## config.mk

```make
export PLATFORM = sky130hd
export DESIGN_NAME = mfp_mac_seq_ctrl
export DESIGN_NICKNAME = d
export VERILOG_FILES = /design/src/rtl/mfp_mac_seq_ctrl_pkg.sv /design/src/rtl/mfp_mac_tap_cnt.sv /design/src/rtl/mfp_mac_seq_ctrl.sv
export SDC_FILE = /design/constraint.sdc
export NUM_CORES = 1
export LEC_CHECK = 0
export BUFFER_PORTS_ARGS = -buffer_cell sky130_fd_sc_hd__buf_2
export CAP_MARGIN = 10
export CELL_PAD_IN_SITES_DETAIL_PLACEMENT = 1
export CELL_PAD_IN_SITES_GLOBAL_PLACEMENT = 1
export CORE_ASPECT_RATIO = 0.8
export CORE_MARGIN = 2
export CORE_UTILIZATION = 33
export DETAILED_ROUTE_END_ITERATION = 7
export PLACE_DENSITY_LB_ADDON = 0.2
export SLEW_MARGIN = 20
export SYNTH_ARGS = -nofsm -noshare
export SYNTH_HDL_FRONTEND = slang
export SYNTH_SLANG_ARGS = --single-unit
```

## constraint.sdc

```tcl
create_clock -name clk -period 1.3 [get_ports clk]
set_input_delay 0.26 -clock clk [delete_from_list [all_inputs] [get_ports clk]]
set_output_delay 0.26 -clock clk [all_outputs]
set_load 0.05 [all_outputs]
```

## src/rtl/mfp_mac_seq_ctrl_pkg.sv

```systemverilog
// ============================================================================
// Module   : mfp_mac_seq_ctrl_pkg
// Purpose  : Shared state encodings and a clog2 helper for the MAC sequencer.
// Revision : 1.0 - initial release
// ============================================================================
`default_nettype none

package mfp_mac_seq_ctrl_pkg;

    typedef enum logic [2:0] {
        S_IDLE  = 3'd0,
        S_ACC   = 3'd1,
        S_FLUSH = 3'd2,
        S_CAP   = 3'd3,
        S_OUT   = 3'd4
    } mac_state_t;

    function automatic int clog2(input int value);
        int r;
        r = 0;
        for (int v = value - 1; v > 0; v = v >> 1) begin
            r = r + 1;
        end
        return r;
    endfunction

endpackage

`default_nettype wire

```

## src/rtl/mfp_mac_tap_cnt.sv

```systemverilog
// ============================================================================
// Module   : mfp_mac_tap_cnt
// Purpose  : Counts accepted operand pairs and flags the pair that ends a vector.
// Revision : 1.0 - initial release
// ============================================================================
`default_nettype none

module mfp_mac_tap_cnt #(
    parameter int DOT_LEN = 9,
    parameter int CNTW    = 4
) (
    input  logic            clk,
    input  logic            rst_n,
    input  logic            clr,
    input  logic            inc,
    input  logic            last_i,
    output logic [CNTW-1:0] count,
    output logic            eov
);

    logic [CNTW-1:0] cnt_q;
    logic [CNTW-1:0] cnt_d;
    logic [CNTW-1:0] cnt_nxt;

    // clr accompanies the first pair of a vector, so the post-increment count is 1.
    always_comb begin
        cnt_nxt = clr ? CNTW'(1) : cnt_q + CNTW'(1);
        cnt_d   = inc ? cnt_nxt : cnt_q;
        eov     = inc && (last_i || (cnt_nxt == CNTW'(DOT_LEN)));
    end

    always_ff @(posedge clk or negedge rst_n) begin
        if (!rst_n) begin
            cnt_q <= '0;
        end else begin
            cnt_q <= cnt_d;
        end
    end

    assign count = cnt_q;

endmodule

`default_nettype wire

```

## src/rtl/mfp_mac_seq_ctrl.sv

```systemverilog
// ============================================================================
// Module   : mfp_mac_seq_ctrl
// Purpose  : Sequences operand pairs into an external MFP_MAC_Seq and holds each
//            finished dot product. Option macro: MFP_MAC_CTRL_LAST_EN (in_last).
// Revision : 1.0 - initial release
// ============================================================================
`default_nettype none

module mfp_mac_seq_ctrl
    import mfp_mac_seq_ctrl_pkg::*;
#(
    parameter int IN1W    = 8,
    parameter int IN2W    = IN1W,
    parameter int ACCW    = IN1W + IN2W - 1,
    parameter int DOT_LEN = 9
) (
    input  logic            clk,
    input  logic            rst_n,
    input  logic            in_valid,
    output logic            in_ready,
    input  logic [IN1W-1:0] in_a,
    input  logic [IN2W-1:0] in_b,
`ifdef MFP_MAC_CTRL_LAST_EN
    input  logic            in_last,
`endif
    output logic [IN1W-1:0] mac_in1,
    output logic [IN2W-1:0] mac_in2,
    output logic            mac_aclr,
    input  logic [ACCW-1:0] mac_acc,
    output logic            res_valid,
    input  logic            res_ready,
    output logic [ACCW-1:0] res_data,
    output logic            busy
);

    localparam int CNTW = clog2(DOT_LEN + 1);

    mac_state_t      state_q, state_d;
    logic [IN1W-1:0] mac_in1_q, mac_in1_d;
    logic [IN2W-1:0] mac_in2_q, mac_in2_d;
    logic            mac_aclr_q, mac_aclr_d;
    logic            res_valid_q, res_valid_d;
    logic [ACCW-1:0] res_data_q, res_data_d;

    logic            hs;
    logic            eov;
    logic            last_in;
    logic [CNTW-1:0] unused_tap_count;

`ifdef MFP_MAC_CTRL_LAST_EN
    assign last_in = in_last;
`else
    assign last_in = 1'b0;
`endif

    assign in_ready = (state_q == S_IDLE) || (state_q == S_ACC);
    assign hs       = in_valid && in_ready;

    mfp_mac_tap_cnt #(
        .DOT_LEN (DOT_LEN),
        .CNTW    (CNTW)
    ) u_tap_cnt (
        .clk    (clk),
        .rst_n  (rst_n),
        .clr    (state_q == S_IDLE),
        .inc    (hs),
        .last_i (last_in),
        .count  (unused_tap_count),
        .eov    (eov)
    );

    always_comb begin
        state_d     = state_q;
        mac_in1_d   = mac_in1_q;
        // Bubbles feed a zero product so the MAC accumulator is left untouched.
        mac_in2_d   = '0;
        mac_aclr_d  = 1'b0;
        res_valid_d = res_valid_q;
        res_data_d  = res_data_q;

        if (hs) begin
            mac_in1_d  = in_a;
            mac_in2_d  = in_b;
            mac_aclr_d = (state_q == S_IDLE);
        end

        case (state_q)
            S_IDLE, S_ACC: begin
                if (hs) begin
                    state_d = eov ? S_FLUSH : S_ACC;
                end
            end
            S_FLUSH: begin
                state_d = S_CAP;
            end
            S_CAP: begin
                res_data_d  = mac_acc;
                res_valid_d = 1'b1;
                state_d     = S_OUT;
            end
            S_OUT: begin
                if (res_ready) begin
                    res_valid_d = 1'b0;
                    state_d     = S_IDLE;
                end
            end
            default: begin
                state_d = S_IDLE;
            end
        endcase
    end

    always_ff @(posedge clk or negedge rst_n) begin
        if (!rst_n) begin
            state_q     <= S_IDLE;
            mac_in1_q   <= '0;
            mac_in2_q   <= '0;
            mac_aclr_q  <= 1'b0;
            res_valid_q <= 1'b0;
            res_data_q  <= '0;
        end else begin
            state_q     <= state_d;
            mac_in1_q   <= mac_in1_d;
            mac_in2_q   <= mac_in2_d;
            mac_aclr_q  <= mac_aclr_d;
            res_valid_q <= res_valid_d;
            res_data_q  <= res_data_d;
        end
    end

    assign mac_in1   = mac_in1_q;
    assign mac_in2   = mac_in2_q;
    assign mac_aclr  = mac_aclr_q;
    assign res_valid = res_valid_q;
    assign res_data  = res_data_q;
    assign busy      = (state_q != S_IDLE);

endmodule

`default_nettype wire

```

; Word level (Yosys, flattened, before mapping)
; Index checks and enable logic that the tools add are counted.
[word_totals]
regBits = 40
inputBits = 35
out_inout_bits = 35
wordCells = 33
[op_classes]
n_addsub = 1
eq_ne = 7
n_mux = 9
n_reduce_logical = 9
[op_table]
columns = cell, count
row1 = $pmux W3 S4, 1
row2 = $mux W8, 1
row3 = $eq A3 B2 Y1 const B, 2
row4 = $mux W3, 2
row5 = $add A4 B1 Y4 const B, 1
row6 = $eq A4 B4 Y1 const B, 1
row7 = $mux W4, 1
row8 = $reduce_and A2 Y1, 2
row9 = $eq A3 B1 Y1 const B, 1
row10 = $eq A3 B3 Y1 const B, 1
row11 = $logic_not A3 Y1, 1
row12 = $reduce_bool A3 Y1, 1
row13 = $logic_and A1 B1 Y1, 2
row14 = $mux W1, 2
row15 = $mux W2, 1
row16 = $ne A2 B1 Y1 const B, 1
row17 = $ne A2 B2 Y1 const B, 1
row18 = $pmux W1 S2, 1
row19 = $reduce_bool A2 Y1, 1
row20 = $reduce_or A2 Y1, 1
row21 = $logic_or A1 B1 Y1, 1

; Logic depth before layout (Yosys ltp)
; Gate-level depths: netlist (run 1).
[depth]
ltp_word = 7
ltp_mapped = 5
depth_no_buf = 4

; Hierarchy
; From an unflattened synthesis (run 1), not the netlist that was laid out.
[unflattened]
cells_unflattened = 116
hier_area_um2 = 1669.1
[modules_own_cells]
columns = mod, instances, cells_per_inst, area_per_inst_um2, seq_area_each_um2
row1 = mfp_mac_seq_ctrl, 1, 91, 1410.1, 900.9
row2 = mfp_mac_tap_cnt, 1, 25, 259.0, 100.1

; Worst setup path after synthesis (run 1)
; Ideal clock, no wire load.
[synth_path]
path_kind = reg2out
start = reg state_q[1]
end = out busy
arrival_time_ps = 1732
required_time_ps = 1040
slack_ps = -692
stages_incl_launch_ff = 4
path_buffers = 1
cell_sequence = dfrtp_1 buf_6 nor2_1 nand2_1
[synth_via]
elab_chain_len = 1
[synth_lines]
columns = item, line_no
row1 = start: declaration, mfp_mac_seq_ctrl.sv:38  ; mac_state_t state_q, state_d;
row2 = start signal: assignment, mfp_mac_seq_ctrl.sv:122  ; state_q <= state_d;
row3 = $reduce_bool A3 Y1, mfp_mac_seq_ctrl.sv:136  ; assign busy = (state_q != S_IDLE);
row4 = end: declaration, mfp_mac_seq_ctrl.sv:33  ; output logic busy
; No other way between the ends.

; Worst setup path after layout (run 1)
; Ends and elaborated chain as after synthesis.

==> results of run 1 <==
## flip-flops by register name (all words and copies together), names as in the netlist
signal and cells:
res_data 15, mac_in1 8, mac_aclr 1, res_valid 1, mac_in2 8, state_q 3, u_tap_cnt.count 4
## worst max-delay path: stages, from the launching register on
cell	delay (ps)
dfrtp_1	420
buf_6	150
nor2_4	150
nand2_4	60
buf_8	150
## through the flow
| stage | setup TNS (ps) | power [uW] | cells | worst slack [ps] |
|---|---|---|---|---|
| floorplan | 0 | 4140 | 110 | 1.96 |
| global placement | 0 | 4800 | 245 | 8.85 |
| global route | -4860 | 6430 | 264 | -220 |
| finish | -2950 | 6120 | 264 | -173 |
| CTS | -3000 | 5870 | 259 | -143 |
| detailed placement | -287 | 4900 | 245 | -35.3 |
## power by group through the flow
stage	Sequential, uW	Combinational [uW]	Clock (uW)
final	1920	3450	746
after global routing	1980	3630	826
after CTS	1910	3190	770
after detailed placement	1930	2970	0
after global placement	1900	2890	0
after floorplan	3130	1000	0
## what timing repair did
item,in CTS,in global routing
resized for setup,11,30
cloned,2,2
hold endpoints to repair,40,0
buffers inserted,5,4
hold buffers,1,0
setup endpoints to repair,19,39
pin swaps,7,15
## how the worst max path moves through the flow
| stage | from | to | cells past startpoint |
|---|---|---|---|
| after detailed placement | state_q[1]$_DFFE_PN0P_ | res_data[3]$_DFFE_PN0P_ | 3 |
| after global placement | state_q[1]$_DFFE_PN0P_ | res_data[3]$_DFFE_PN0P_ | 3 |
| after global routing | state_q[1]$_DFFE_PN0P_ | busy | 4 |
| after CTS | state_q[2]$_DFFE_PN0P_ | busy | 4 |
| after floorplan | state_q[2]$_DFFE_PN0P_ | mac_in1[0]$_DFFE_PN0N_ | 3 |
| final | state_q[1]$_DFFE_PN0P_ | busy | 4 |
## layer usage
layer	share of wire, %	vias up
li1	-	566
met1	43	649
met2	51	32
met3	3.6	7
met4	1.8	0
met5	0	-
## cell type report
class,instances,share of cell area [%]
Timing Repair Buffer,92,25.5
Inverter,4,0.601
Clock buffer,6,2.90
Tap cell,60,3.00
Sequential cell,40,40.1
Multi-Input combinational cell,62,27.9
## cell usage in the layout, fill, tap and decap left out, types with 2 or more instances in the layout
| cell type | n |
|---|---|
| nand4_1 | 2 |
| mux2_4 | 18 |
| buf_2 | 67 |
| buf_4 | 8 |
| mux2_2 | 6 |
| buf_12 | 2 |
| clkbuf_8 | 5 |
| inv_1 | 3 |
| buf_8 | 2 |
| and2_4 | 7 |
| buf_6 | 10 |
| nand2_4 | 3 |
| clkbuf_16 | 2 |
| o2bb2ai_2 | 2 |
| dfrtp_1 | 39 |
| nand2b_1 | 2 |
| nand2_1 | 2 |
| a21oi_1 | 2 |
| nand3_1 | 2 |
## cell families after synthesis
| logic type | synth area share, % |
|---|---|
| flops | 61.7 |
| simple gates | 9.79 |
| mux | 18.7 |
| compound gates | 4.24 |
| buf+inv | 4.24 |
| xor+xnor | 0.540 |
| fa+ha+maj | 0.771 |
==> flow_summary.yaml, run 1 <==
worst_hold_path:
  worstHoldStart: "in_b[0]"
  min_path_type: "in -> reg"
  min_to: "mac_in2[0]$_DFF_PN0_"
  min_path_cells: 2
finish:
  seq_area_sq_mm: 0.00100
  nFillCells: 485
  diodes: 0
  postLayoutCoreUtil_pct: 53.7
  final_area_sq_mm: 0.00250
  nNetsFinal: 241
  syn2layout_area_growth_pct: 54.0
  multi_input_area_sq_um: 697
  layout-drive-gt1-share_pct: 69.1
grt:
  grt_use_met2_pct: 25.6
  grt_max_degree: 41
  grt_pass1_wl_um: 6260
  antenna_found_initial: 0
  grt_pass1_vias: 1303
  use_met3_pct: 4.07
  grt.busiest_layer: "met2"
  grt.overflow.total: 0
  gr-usage-met1_pct: 19.4
  grt.total_usage_pct: 15.7
route:
  wire_per_inst_um: 16.2
  ant_nets: 0
  vias_per_cell: 4.75
  drc: 0
  drt_iter0_markers: 36
  drtPass1Iterations: 3
  via_count: 1254
  routed_wl_um: 4290
yosys:
  ys.flop_type: "dfrtp_1"
  yosys-top-cells-area: "dfrtp_1, mux2_2, mux2_4, and2_1, buf_6"
  yosysTopAreaCell: "dfrtp_1"
  synth_cell_types: 28
  netlist_instances: 110
  mappedNetlistArea_sq_mm: 0.00162
  yosysMostFrequentCell: "dfrtp_1"
  synth_edf_count: 0
  synth.avg_cell_area_sq_um: 14.8
  yosys_warnings: 0
  synth.top_cell.area_share_pct: 61.7
  syn_nets: 146
  synth_common_cells: "dfrtp_1, mux2_2, mux2_4"
  seq_area_frac_synth_pct: 61.7
  synth_seq_cells: 40
  async_flop_share_pct: 100
floorplan:
  rows: 22
  die_w_um: 82.4
  dieArea_sq_mm: 0.00550
  core_sq_mm: 0.00465
  initial_core_util_pct: 34.9
  die_h_um: 66.7
  io_pins: 70
clock_network:
  cts_buffers: 5
  cts_root_buffer: "clkbuf_8"
  h-tree-depth: 2
  cts.sinks: 40
  clk_pin_slew_ps: 70
  cts_tree: "yes"
  clockBufferDepth: 2
  clk_latency_ps: 290
sta:
  period_needed_ps: 1470
  worstMarginPinSlew_ps: 364
  max_freq_ghz: 0.679
  min_period_over_period_pct: 113
  setup_ws_ps: -173
  setup_viol: 34
  finalHoldViolCount: 0
  hold_ws_ps: 188
  rsz0062_at_grt: "yes"
  drv_slew: 0
  max_slew_margin_pct: 75.6
  fin_worst_skew_ps: 7.65
flow_run:
  drv_cap: 0
critical_path:
  r2r-start: "state_q[2]$_DFFE_PN0P_"
  crit_path_start_kind: "flop"
  reg2reg_slack_ps: -160
  worst-r2r-cell-count: 5
  crit_path_end_kind: "output port"
  rr_endpoint: "mac_in1[7]$_DFFE_PN0N_"
  cp_max_fo: 3
  criticalPathCategory: "reg -> out"
  worst_ep_arrival_time_ps: 1210
  required_ps: 1040
power:
  p_per_area_mw_per_mm2: 2450
  switchingPower_uw: 2780
  leakagePower_uw: 0.00128
  combPwrFrac_pct: 56.4
  clock_power_share_pct: 12.2
  swShare_pct: 45.4
  intPower_uw: 3340
  ir_drop_v: 0.00127
  pwr-share-seq_pct: 31.4
placed_design:
  place_hpwl_um: 2690
  gp_congestion: 0.754
  placed_area_sq_mm: 0.00214
  port_buffers: 69
run_status:
  status: "finished with violations"
  failed_checks: "negative setup slack"
Note: power is estimated with default switching activity, not from simulation.
==> run 2, diff against run 1 <==
CORE_UTILIZATION = 34   (was 33)
CTS_BUF_LIST = sky130_fd_sc_hd__clkbuf_8   (was unset)
==> flow_summary.yaml, run 2 (same netlist as run 1, synthesis figures left out) <==
clock_network:
  cts_root_buffer: "clkbuf_8"
  cts.sinks: 40
  clk_pin_slew_ps: 80
  cts_buffers: 5
  h-tree-depth: 2
  cts_tree: "yes"
  clk_latency_ps: 290
  clockBufferDepth: 2
finish:
  largest_reg_flops: 15
  final_common_cell: "buf_2"
  layout-drive-gt1-share_pct: 68.6
  nNetsFinal: 246
  multi_input_area_sq_um: 724
  postLayoutCoreUtil_pct: 55.6
  diodes: 0
  most-common-layout-cells: "buf_2, dfrtp_1, mux2_4"
  seq_area_sq_mm: 0.00100
  instances_no_fill: 270
  syn2layout_area_growth_pct: 57.4
  nFillCells: 480
floorplan:
  io_pins: 70
  initial_core_util_pct: 35.3
  core_sq_mm: 0.00460
  rows: 22
  dieArea_sq_mm: 0.00535
  die_h_um: 65.8
  die_w_um: 81.2
sta:
  worstMarginPinSlew_ps: 270
  rsz0062_at_grt: "yes"
  drv_slew: 0
  finalHoldViolCount: 0
  max_slew_margin_pct: 81.9
  max_freq_ghz: 0.661
  period_needed_ps: 1510
  fin_worst_skew_ps: 10.3
  setup_viol: 31
  min_period_over_period_pct: 116
  setup_ws_ps: -214
power:
  ir_drop_v: 0.000896
  switchingPower_uw: 2930
  combPwrFrac_pct: 57.5
  p_total_uw: 6350
  swShare_pct: 46.2
  p_per_area_mw_per_mm2: 2490
  clock_power_share_pct: 12.1
  pwr-share-seq_pct: 30.4
  intPower_uw: 3420
  leakagePower_uw: 0.00130
route:
  drt_iter0_markers: 33
  drtPass1Iterations: 4
  via_count: 1262
  vias_per_cell: 4.67
  drc: 0
  wire_per_inst_um: 17.5
  routed_wl_um: 4730
  ant_nets: 0
grt:
  grt.total_usage_pct: 16.4
  grt_pass1_vias: 1336
  grt_use_met2_pct: 27.7
  grt_max_degree: 41
  grt.busiest_layer: "met2"
  antenna_found_initial: 0
  grt.overflow.total: 0
  gr-usage-met1_pct: 18.1
  use_met3_pct: 5.19
  grt_pass1_wl_um: 6310
critical_path:
  worst_ep_arrival_time_ps: 1690
  r2r-start: "state_q[2]$_DFFE_PN0P_"
  worst-path-buf-inv: 3
  critical_path.top_delay_family: "flip-flops"
  crit_slowest_cell: "dfrtp_2"
  cp_max_fo: 5
  rr_endpoint: "mac_in1[7]$_DFFE_PN0N_"
  reg2reg_slack_ps: -210
  crit_path_start_kind: "flop"
  cp_cell_sequence: "buf_6, nor3b_4, buf_4, clkbuf_16, mux2_4"
  max_stage_delay_ps: 440
  criticalPathCategory: "reg -> reg"
  crit_start: "state_q[2]$_DFFE_PN0P_"
  required_ps: 1470
  worst-r2r-cell-count: 5
  crit_path_end_kind: "flop"
worst_hold_path:
  min_path_type: "in -> reg"
  worstHoldStart: "in_b[5]"
  min_to: "mac_in2[5]$_DFF_PN0_"
  min_path_cells: 2
run_status:
  status: "finished with violations"
  failed_checks: "negative setup slack"
placed_design:
  placed_cells: 245
  place_hpwl_um: 2790
  port_buffers: 69
  gp_congestion: 0.792
flow_run:
  drv_cap: 0
run 2: changes by cell type in the layout (fill, tap and decap cells not counted), sizes merged:
cell	previous run	this run
clkbuf	8	6
inv	4	5
buf	89	95
clkinv	0	1
run 2: area by class of cell:
type                    count  share of cell area, %
inverters                   4                  0.686
well taps                  60                   2.94
repair buffers             97                   25.8
multi-input cells          62                   28.4
flip-flops and latches     40                   39.2
clock inverters             2                  0.343
clock buffers               5                   2.69
run 2: per-layer routing:
metal  wire [um]  up-vias  share of wire, %
met5           0        -                 0
met4          85        0               1.8
met1        1750      646                37
li1            -      575                 -
met3         215        6               4.5
met2        2680       35                57
run 2: how the worst max path moves through the flow:
stage,to,slack (ps),depth (start not counted)
after global routing,mac_in1[7]$_DFFE_PN0N_,-250,5
after floorplan,mac_in1[0]$_DFFE_PN0N_,2,3
after detailed placement,u_tap_cnt.count[0]$_DFFE_PN0N_,-50,4
after CTS,busy,-140,4
after global placement,mac_in1[4]$_DFFE_PN0N_,3,3
final,mac_in1[7]$_DFFE_PN0N_,-210,5
run 2: repair_timing:
action	in CTS	in global routing
gates resized for setup	10	32
pin swaps	3	6
cloned	1	2
hold buffers	1	0
endpoints found under the hold margin	40	0
setup endpoints to repair	20	39
buffers inserted	5	10
run 2: power by group through the flow:
stage / Combinational [uW] / Clock [uW] / Sequential [uW]
2_1_floorplan: 1000 / 0 / 3130
3_3_place_gp: 2900 / 0 / 1910
3_5_place_dp: 2970 / 0 / 1940
4_1_cts: 3190 / 783 / 1910
5_1_grt: 3830 / 843 / 1990
6_report: 3650 / 769 / 1930
run 2: worst register-to-register path: stages (launching register included):
cell,delay (ps)
dfrtp_2,440
buf_6,140
nor3b_4,230
buf_4,160
clkbuf_16,140
mux2_4,290
run 2: through the flow:
step	cell area [sq um]	setup TNS (ps)	hold WS (ps)	setup slack [ps]
finish	2550	-4810	174	-214
global route	2550	-6590	167	-246
CTS	2330	-2850	166	-138
floorplan	1670	0	-35.6	1.96
global placement	2140	0	244	3.16
detailed placement	2140	-429	248	-46.9
